**src/rtl/spi_buf_tx.sv**
```systemverilog
// spi_buf_tx: SPI mode-0 frame transmitter.
// Reads len bytes from a synchronous-read byte buffer starting at address 0
// and shifts them out MSB first on spi_clock/spi_data while cs_n is held low.
// done_send pulses for one cycle at the end of every frame.
// Optional feature macro: SPI_TX_LSB_FIRST_EN adds a lsb_first input that
// selects LSB-first bit order per frame (latched when start is accepted).
module spi_buf_tx #(
    parameter int unsigned ADDR_W  = 5,
    parameter int unsigned CLK_DIV = 4
) (
    input  logic              clk,
    input  logic              rst,
    input  logic              start,
    input  logic [ADDR_W:0]   len,
`ifdef SPI_TX_LSB_FIRST_EN
    input  logic              lsb_first,
`endif
    output logic [ADDR_W-1:0] rd_addr,
    input  logic [7:0]        rd_data,
    output logic              spi_clock,
    output logic              spi_data,
    output logic              cs_n,
    output logic              busy,
    output logic              done_send
);

    localparam logic [7:0] DivLast = 8'(CLK_DIV - 1);

    typedef enum logic [2:0] {
        StIdle,
        StFetch,
        StLoad,
        StShift,
        StTail,
        StDone
    } state_e;

    state_e            state_q, state_d;
    logic [7:0]        div_q, div_d;
    logic [2:0]        bit_q, bit_d;
    logic [ADDR_W:0]   cnt_q, cnt_d;      // bytes still to load after the current one
    logic [7:0]        shift_q, shift_d;
    logic [ADDR_W-1:0] rd_addr_q, rd_addr_d;
    logic              sclk_q, sclk_d;
    logic              sdata_q, sdata_d;
    logic              cs_n_q, cs_n_d;
    logic              busy_q, busy_d;
    logic              done_q, done_d;
`ifdef SPI_TX_LSB_FIRST_EN
    logic              lsb_q, lsb_d;
`endif

    // Next-state, datapath and registered-output decode.
    always_comb begin
        state_d   = state_q;
        div_d     = div_q;
        bit_d     = bit_q;
        cnt_d     = cnt_q;
        shift_d   = shift_q;
        rd_addr_d = rd_addr_q;
        sclk_d    = sclk_q;
        sdata_d   = sdata_q;
`ifdef SPI_TX_LSB_FIRST_EN
        lsb_d     = lsb_q;
`endif

        unique case (state_q)
            StIdle: begin
                div_d = '0;
                bit_d = '0;
                if (start) begin
                    if (len == '0) begin
                        state_d = StDone;
                    end else begin
                        cnt_d     = len;
                        rd_addr_d = '0;
                        state_d   = StFetch;
`ifdef SPI_TX_LSB_FIRST_EN
                        lsb_d     = lsb_first;
`endif
                    end
                end
            end
            StFetch: begin
                state_d = StLoad;
            end
            StLoad: begin
                shift_d   = rd_data;
`ifdef SPI_TX_LSB_FIRST_EN
                sdata_d   = lsb_q ? rd_data[0] : rd_data[7];
`else
                sdata_d   = rd_data[7];
`endif
                rd_addr_d = rd_addr_q + 1'b1;
                cnt_d     = cnt_q - 1'b1;
                div_d     = '0;
                bit_d     = '0;
                sclk_d    = 1'b0;
                state_d   = StShift;
            end
            StShift: begin
                if (div_q == DivLast) begin
                    div_d  = '0;
                    sclk_d = ~sclk_q;
                    if (sclk_q) begin
                        // Falling edge: advance to the next bit or the next byte.
                        if (bit_q == 3'd7) begin
                            bit_d = '0;
                            if (cnt_q != '0) begin
                                shift_d   = rd_data;
`ifdef SPI_TX_LSB_FIRST_EN
                                sdata_d   = lsb_q ? rd_data[0] : rd_data[7];
`else
                                sdata_d   = rd_data[7];
`endif
                                rd_addr_d = rd_addr_q + 1'b1;
                                cnt_d     = cnt_q - 1'b1;
                            end else begin
                                state_d = StTail;
                            end
                        end else begin
                            bit_d = bit_q + 3'd1;
                            // Rotate rather than shift; bits past the eighth are never sent.
`ifdef SPI_TX_LSB_FIRST_EN
                            if (lsb_q) begin
                                shift_d = {shift_q[0], shift_q[7:1]};
                                sdata_d = shift_q[1];
                            end else begin
                                shift_d = {shift_q[6:0], shift_q[7]};
                                sdata_d = shift_q[6];
                            end
`else
                            shift_d = {shift_q[6:0], shift_q[7]};
                            sdata_d = shift_q[6];
`endif
                        end
                    end
                end else begin
                    div_d = div_q + 8'd1;
                end
            end
            StTail: begin
                if (div_q == DivLast) begin
                    div_d   = '0;
                    state_d = StDone;
                end else begin
                    div_d = div_q + 8'd1;
                end
            end
            StDone: begin
                state_d = StIdle;
            end
            default: begin
                state_d = StIdle;
            end
        endcase

        // Outputs are registered copies of what the next state implies.
        cs_n_d = !((state_d == StShift) || (state_d == StTail));
        busy_d = (state_d != StIdle);
        done_d = (state_d == StDone);
    end

    // State and output registers with asynchronous reset.
    always_ff @(posedge clk or posedge rst) begin
        if (rst) begin
            state_q   <= StIdle;
            div_q     <= '0;
            bit_q     <= '0;
            cnt_q     <= '0;
            shift_q   <= '0;
            rd_addr_q <= '0;
            sclk_q    <= 1'b0;
            sdata_q   <= 1'b0;
            cs_n_q    <= 1'b1;
            busy_q    <= 1'b0;
            done_q    <= 1'b0;
`ifdef SPI_TX_LSB_FIRST_EN
            lsb_q     <= 1'b0;
`endif
        end else begin
            state_q   <= state_d;
            div_q     <= div_d;
            bit_q     <= bit_d;
            cnt_q     <= cnt_d;
            shift_q   <= shift_d;
            rd_addr_q <= rd_addr_d;
            sclk_q    <= sclk_d;
            sdata_q   <= sdata_d;
            cs_n_q    <= cs_n_d;
            busy_q    <= busy_d;
            done_q    <= done_d;
`ifdef SPI_TX_LSB_FIRST_EN
            lsb_q     <= lsb_d;
`endif
        end
    end

    assign rd_addr   = rd_addr_q;
    assign spi_clock = sclk_q;
    assign spi_data  = sdata_q;
    assign cs_n      = cs_n_q;
    assign busy      = busy_q;
    assign done_send = done_q;

endmodule

```
**config.mk**
```make
export PLATFORM = sky130hd
export DESIGN_NAME = spi_buf_tx
export DESIGN_NICKNAME = d
export VERILOG_FILES = /design/src/rtl/spi_buf_tx.sv
export SDC_FILE = /design/constraint.sdc
export NUM_CORES = 1
export LEC_CHECK = 0
export CORE_ASPECT_RATIO = 1.2
export CORE_MARGIN = 1
export CORE_UTILIZATION = 54
export DETAILED_ROUTE_END_ITERATION = 12
export GPL_TIMING_DRIVEN = 0
export PLACE_DENSITY = 0.84
export SYNTH_ARGS = -nofsm -noshare
export SYNTH_HDL_FRONTEND = slang
export SYNTH_SLANG_ARGS = --single-unit
```
**constraint.sdc**
```tcl
create_clock -name clk -period 2.9 [get_ports clk]
set_clock_uncertainty 0.15 [all_clocks]
set_input_delay 0.29 -clock clk [delete_from_list [all_inputs] [get_ports clk]]
set_output_delay 0.29 -clock clk [all_outputs]
set_load 0.01 [all_outputs]
```
==> impl_metrics.tcl <==
set metrics [dict create \
    ys_ff_latch 37 \
    setup_tns_ns 0 \
    grtUsageTotal_pct 23.0 \
    power_per_cell_area_nw_per_um2 683 \
    async_flop_share_pct 100 \
    critical_path.reg2reg.startpoint "div_q[0]$_DFFE_PP0P_" \
    vias_per_cell 5.78 \
    clk_pin_slew_ns 0.08 \
    ctsRootBufferMaster "sky130_fd_sc_hd__clkbuf_8" \
    layout_min_cycle_time_ns 2.49 \
    grt_pass1_wl_um 7320 \
    timing.fmax_ghz 0.401 \
    routabilityCongestion 0.845 \
    seq_area_um2 927 \
    post_route_cells_drive_above_1_share_pct 14.5 \
    setup_repair_after_global_routing_missed_its_margin "no" \
    fin_crit_sh_pct 86.0 \
    die_area_um2 4120 \
    max_slew_margin_pct 49.1 \
    layout_common_cells "36 x sky130_fd_sc_hd__dfrtp_1, 26 x sky130_fd_sc_hd__clkdlybuf4s50_1, 17 x sky130_fd_sc_hd__nand2_1, 17 x sky130_fd_sc_hd__o21ai_0, 13 x sky130_fd_sc_hd__nor2_1" \
    crit_path_top_delay_cell "sky130_fd_sc_hd__or4b_4" \
    timing_max_transition_violations_final 0 \
    max_stage_delay_ns 0.52 \
    cts_made_buffers 5 \
    synthMuxAreaShare_pct 12.1 \
    clock_latency_ns 0.29 \
    first_iter_violations 50 \
    multi_input_area_um2 1090 \
    route.antenna.remaining_nets 0 \
    post_synth_instance_area_um2 2090 \
    avgRoutedWirePerCell_um 14.1 \
    grt_max_degree 38 \
    tritoncts "done" \
    drt-total-wl_um 4140 \
    synth_compound_gate_area_share_pct 16.7 \
    critical_path_required_ns 2.93 \
    cp_cell_sequence "ha_1 -> or4b_4 -> nor3_4 -> o221ai_2 -> buf_2 -> o22a_1" \
    endpoint_kind "register" \
    dieWidth_um 58.7 \
    synth_top_family_by_area "simple AND/OR/NAND/NOR gates" \
    hold_slack_ns 0.311 \
    route.layer.met1.wl_um 1880 \
    power.share.sequential_pct 44.2 \
    core_area_um2 3660 \
    worst_ep_arrival_time_ns 2.52 \
    synthSimpleGateAreaFrac_pct 19.7 \
    cts_hold_buf 0 \
    wl_met3_um 173 \
    total_of_buffers_placed_on_input_and_output_ports 26 \
    p_switching_w 0.000544 \
    drc 0 \
    synth_xor_xnor_area_share_pct 0 \
    swShare_pct 31.9 \
    synth_area_per_cell_um2 10.0 \
    syn2layout_area_growth_pct 19.7 \
    rows 24 \
    ios 27 \
    adder_and_majority_cell_fraction_of_the_synthesized_area_pct 3.60 \
    fin_nets 264 \
    final_hold_viol_count 0 \
    yosysSeqAreaShare_pct 44.5 \
    max_cap_violations 0 \
    fillCellCount 297 \
    cts_resized 0 \
    netlist_instances 208 \
    timing.critical_path.fanout_max 10 \
    final_area_um2 2500 \
    ff2ff_setup_slack_ns 0.41 \
    floorplan.initialDensity_pct 56.9 \
    leading_cell_type_in_the_layout_fill_and_taps_excluded "sky130_fd_sc_hd__dfrtp_1" \
    startpoint_type "register" \
    synth-edff-count 0 \
    critPathKind "register to register" \
    top_layer_used "met4" \
    power.ir.vdd_worst_uv 354 \
    clock_tree.htree_level_count 2 \
    dr_total_vias 1698 \
    worstSetupStartpoint "div_q[0]$_DFFE_PP0P_" \
    report.final.setup_viol 0 \
    first_global_vias 1632 \
    number_of_buffers_on_the_longest_clock_path 2 \
    detail_route.first_pass.iterations 4 \
    dpl-instance-area_um2 2410 \
    power_leakage_nw 1.08 \
    internal_power_w 0.00116 \
    post_synth_num_cell_types 49 \
    worst_pin_slew_ns 0.763 \
    holdCritPathClass "input pin to asynchronous set/reset pin" \
    relative_contribution_of_the_clock_network_to_total_power_pct 20.6 \
    cts.sinks 37 \
    status "finished, final reports clean" \
    share_comb_of_total_power_pct 35.2 \
    hpwlAfterDp_um 2970 \
    global_route.overflow_total 0 \
    postSynth.topFlopCell "sky130_fd_sc_hd__dfrtp_1" \
    antenna_diode_count 0 \
    antenna_violations_before_repair 0 \
    synth_nets 231 \
    post-cts-setup-buffers 0 \
    fp.dieH_um 70.1 \
    route.met2.wl_um 2020 \
    yosysWarnings 0 \
]
## critical path, delay by kind of cell (launching register included)
kind	cells	cell delay, ns
AO/OA/AOI/OAI	2	0.49
adder cells (fa/ha/maj)	1	0.22
buffers and inverters	1	0.27
flip-flops	1	0.38
AND/OR/NAND/NOR	2	0.86
## cell usage after synthesis, types with 6 or more instances
library cell,instances,area [um^2]
sky130_fd_sc_hd__mux2_2,9,101
sky130_fd_sc_hd__ha_1,6,75.1
sky130_fd_sc_hd__nand3_1,9,45.0
sky130_fd_sc_hd__dfrtp_1,36,901
sky130_fd_sc_hd__clkbuf_1,6,22.5
sky130_fd_sc_hd__inv_1,8,30.0
sky130_fd_sc_hd__a21oi_1,9,45.0
sky130_fd_sc_hd__o21ai_0,17,85.1
sky130_fd_sc_hd__nand2_1,17,63.8
sky130_fd_sc_hd__nor2_1,13,48.8
sky130_fd_sc_hd__mux2_4,8,120
## cells by family (layout without fill, tap and decap cells)
logic type / count (synthesis) / in the layout
flops: 37 / 37
compound gates: 54 / 54
fa+ha+maj: 6 / 6
buf+inv: 17 / 51
simple gates: 74 / 74
mux: 20 / 20
## routing by layer
metal	track usage, %	vias up
met2	36.0	43
li1	-	834
met1	31.6	815
met5	0	-
met3	3.89	6
met4	8.99	0
## sequential cells by signal, summed over array words and instances (netlist names)
signal,cells
div_q,8
shift_q,7
cnt_q,6
rd_addr,5
bit_q,3
state_q,3
busy,1
cs_n,1
done_send,1
spi_clock,1
spi_data,1
## final cells by class
| class | instances | share of cell area (%) |
|---|---|---|
| buffer | 9 | 1.70 |
| clock buffer | 5 | 2.76 |
| clock inverter | 3 | 0.701 |
| inverter | 8 | 1.20 |
| multi-input combinational | 154 | 43.5 |
| sequential | 37 | 37.1 |
| tap | 52 | 2.61 |
| timing repair buffer | 26 | 10.4 |
## power groups by stage
stage | Sequential [W] | Combinational (W) | Clock [W]
final | 0.000754 | 0.000601 | 0.000351
after global routing | 0.000773 | 0.000682 | 0.000379
after detailed placement | 0.000763 | 0.000606 | 0
after global placement | 0.000755 | 0.000584 | 0
after CTS | 0.000753 | 0.000609 | 0.000360
after floorplan | 0.000743 | 0.000465 | 0
## final timing paths
| check | to | cells after the start |
|---|---|---|
| max reg2reg | cnt_q[2]$_DFFE_PP0P_ | 6 |
| max in group asynchronous | div_q[4]$_DFFE_PP0P_ | 2 |
| min | spi_data$_DFFE_PP0P_ | 2 |
| min reg2reg | div_q[7]$_DFFE_PP0P_ | 1 |
| max | cnt_q[2]$_DFFE_PP0P_ | 6 |
| min in group clk | div_q[7]$_DFFE_PP0P_ | 1 |
## metrics by stage
stage	total power, W	cells	utilization (%)	setup WS (ns)
after floorplan	0.00121	208	-	0.626
after global placement	0.00134	286	65.8	0.190
after detailed placement	0.00137	286	65.8	0.139
after CTS	0.00172	294	68.2	0.399
after global routing	0.00183	294	68.2	0.209
final	0.00171	294	68.2	0.407
(Power assumes the default switching activity.)
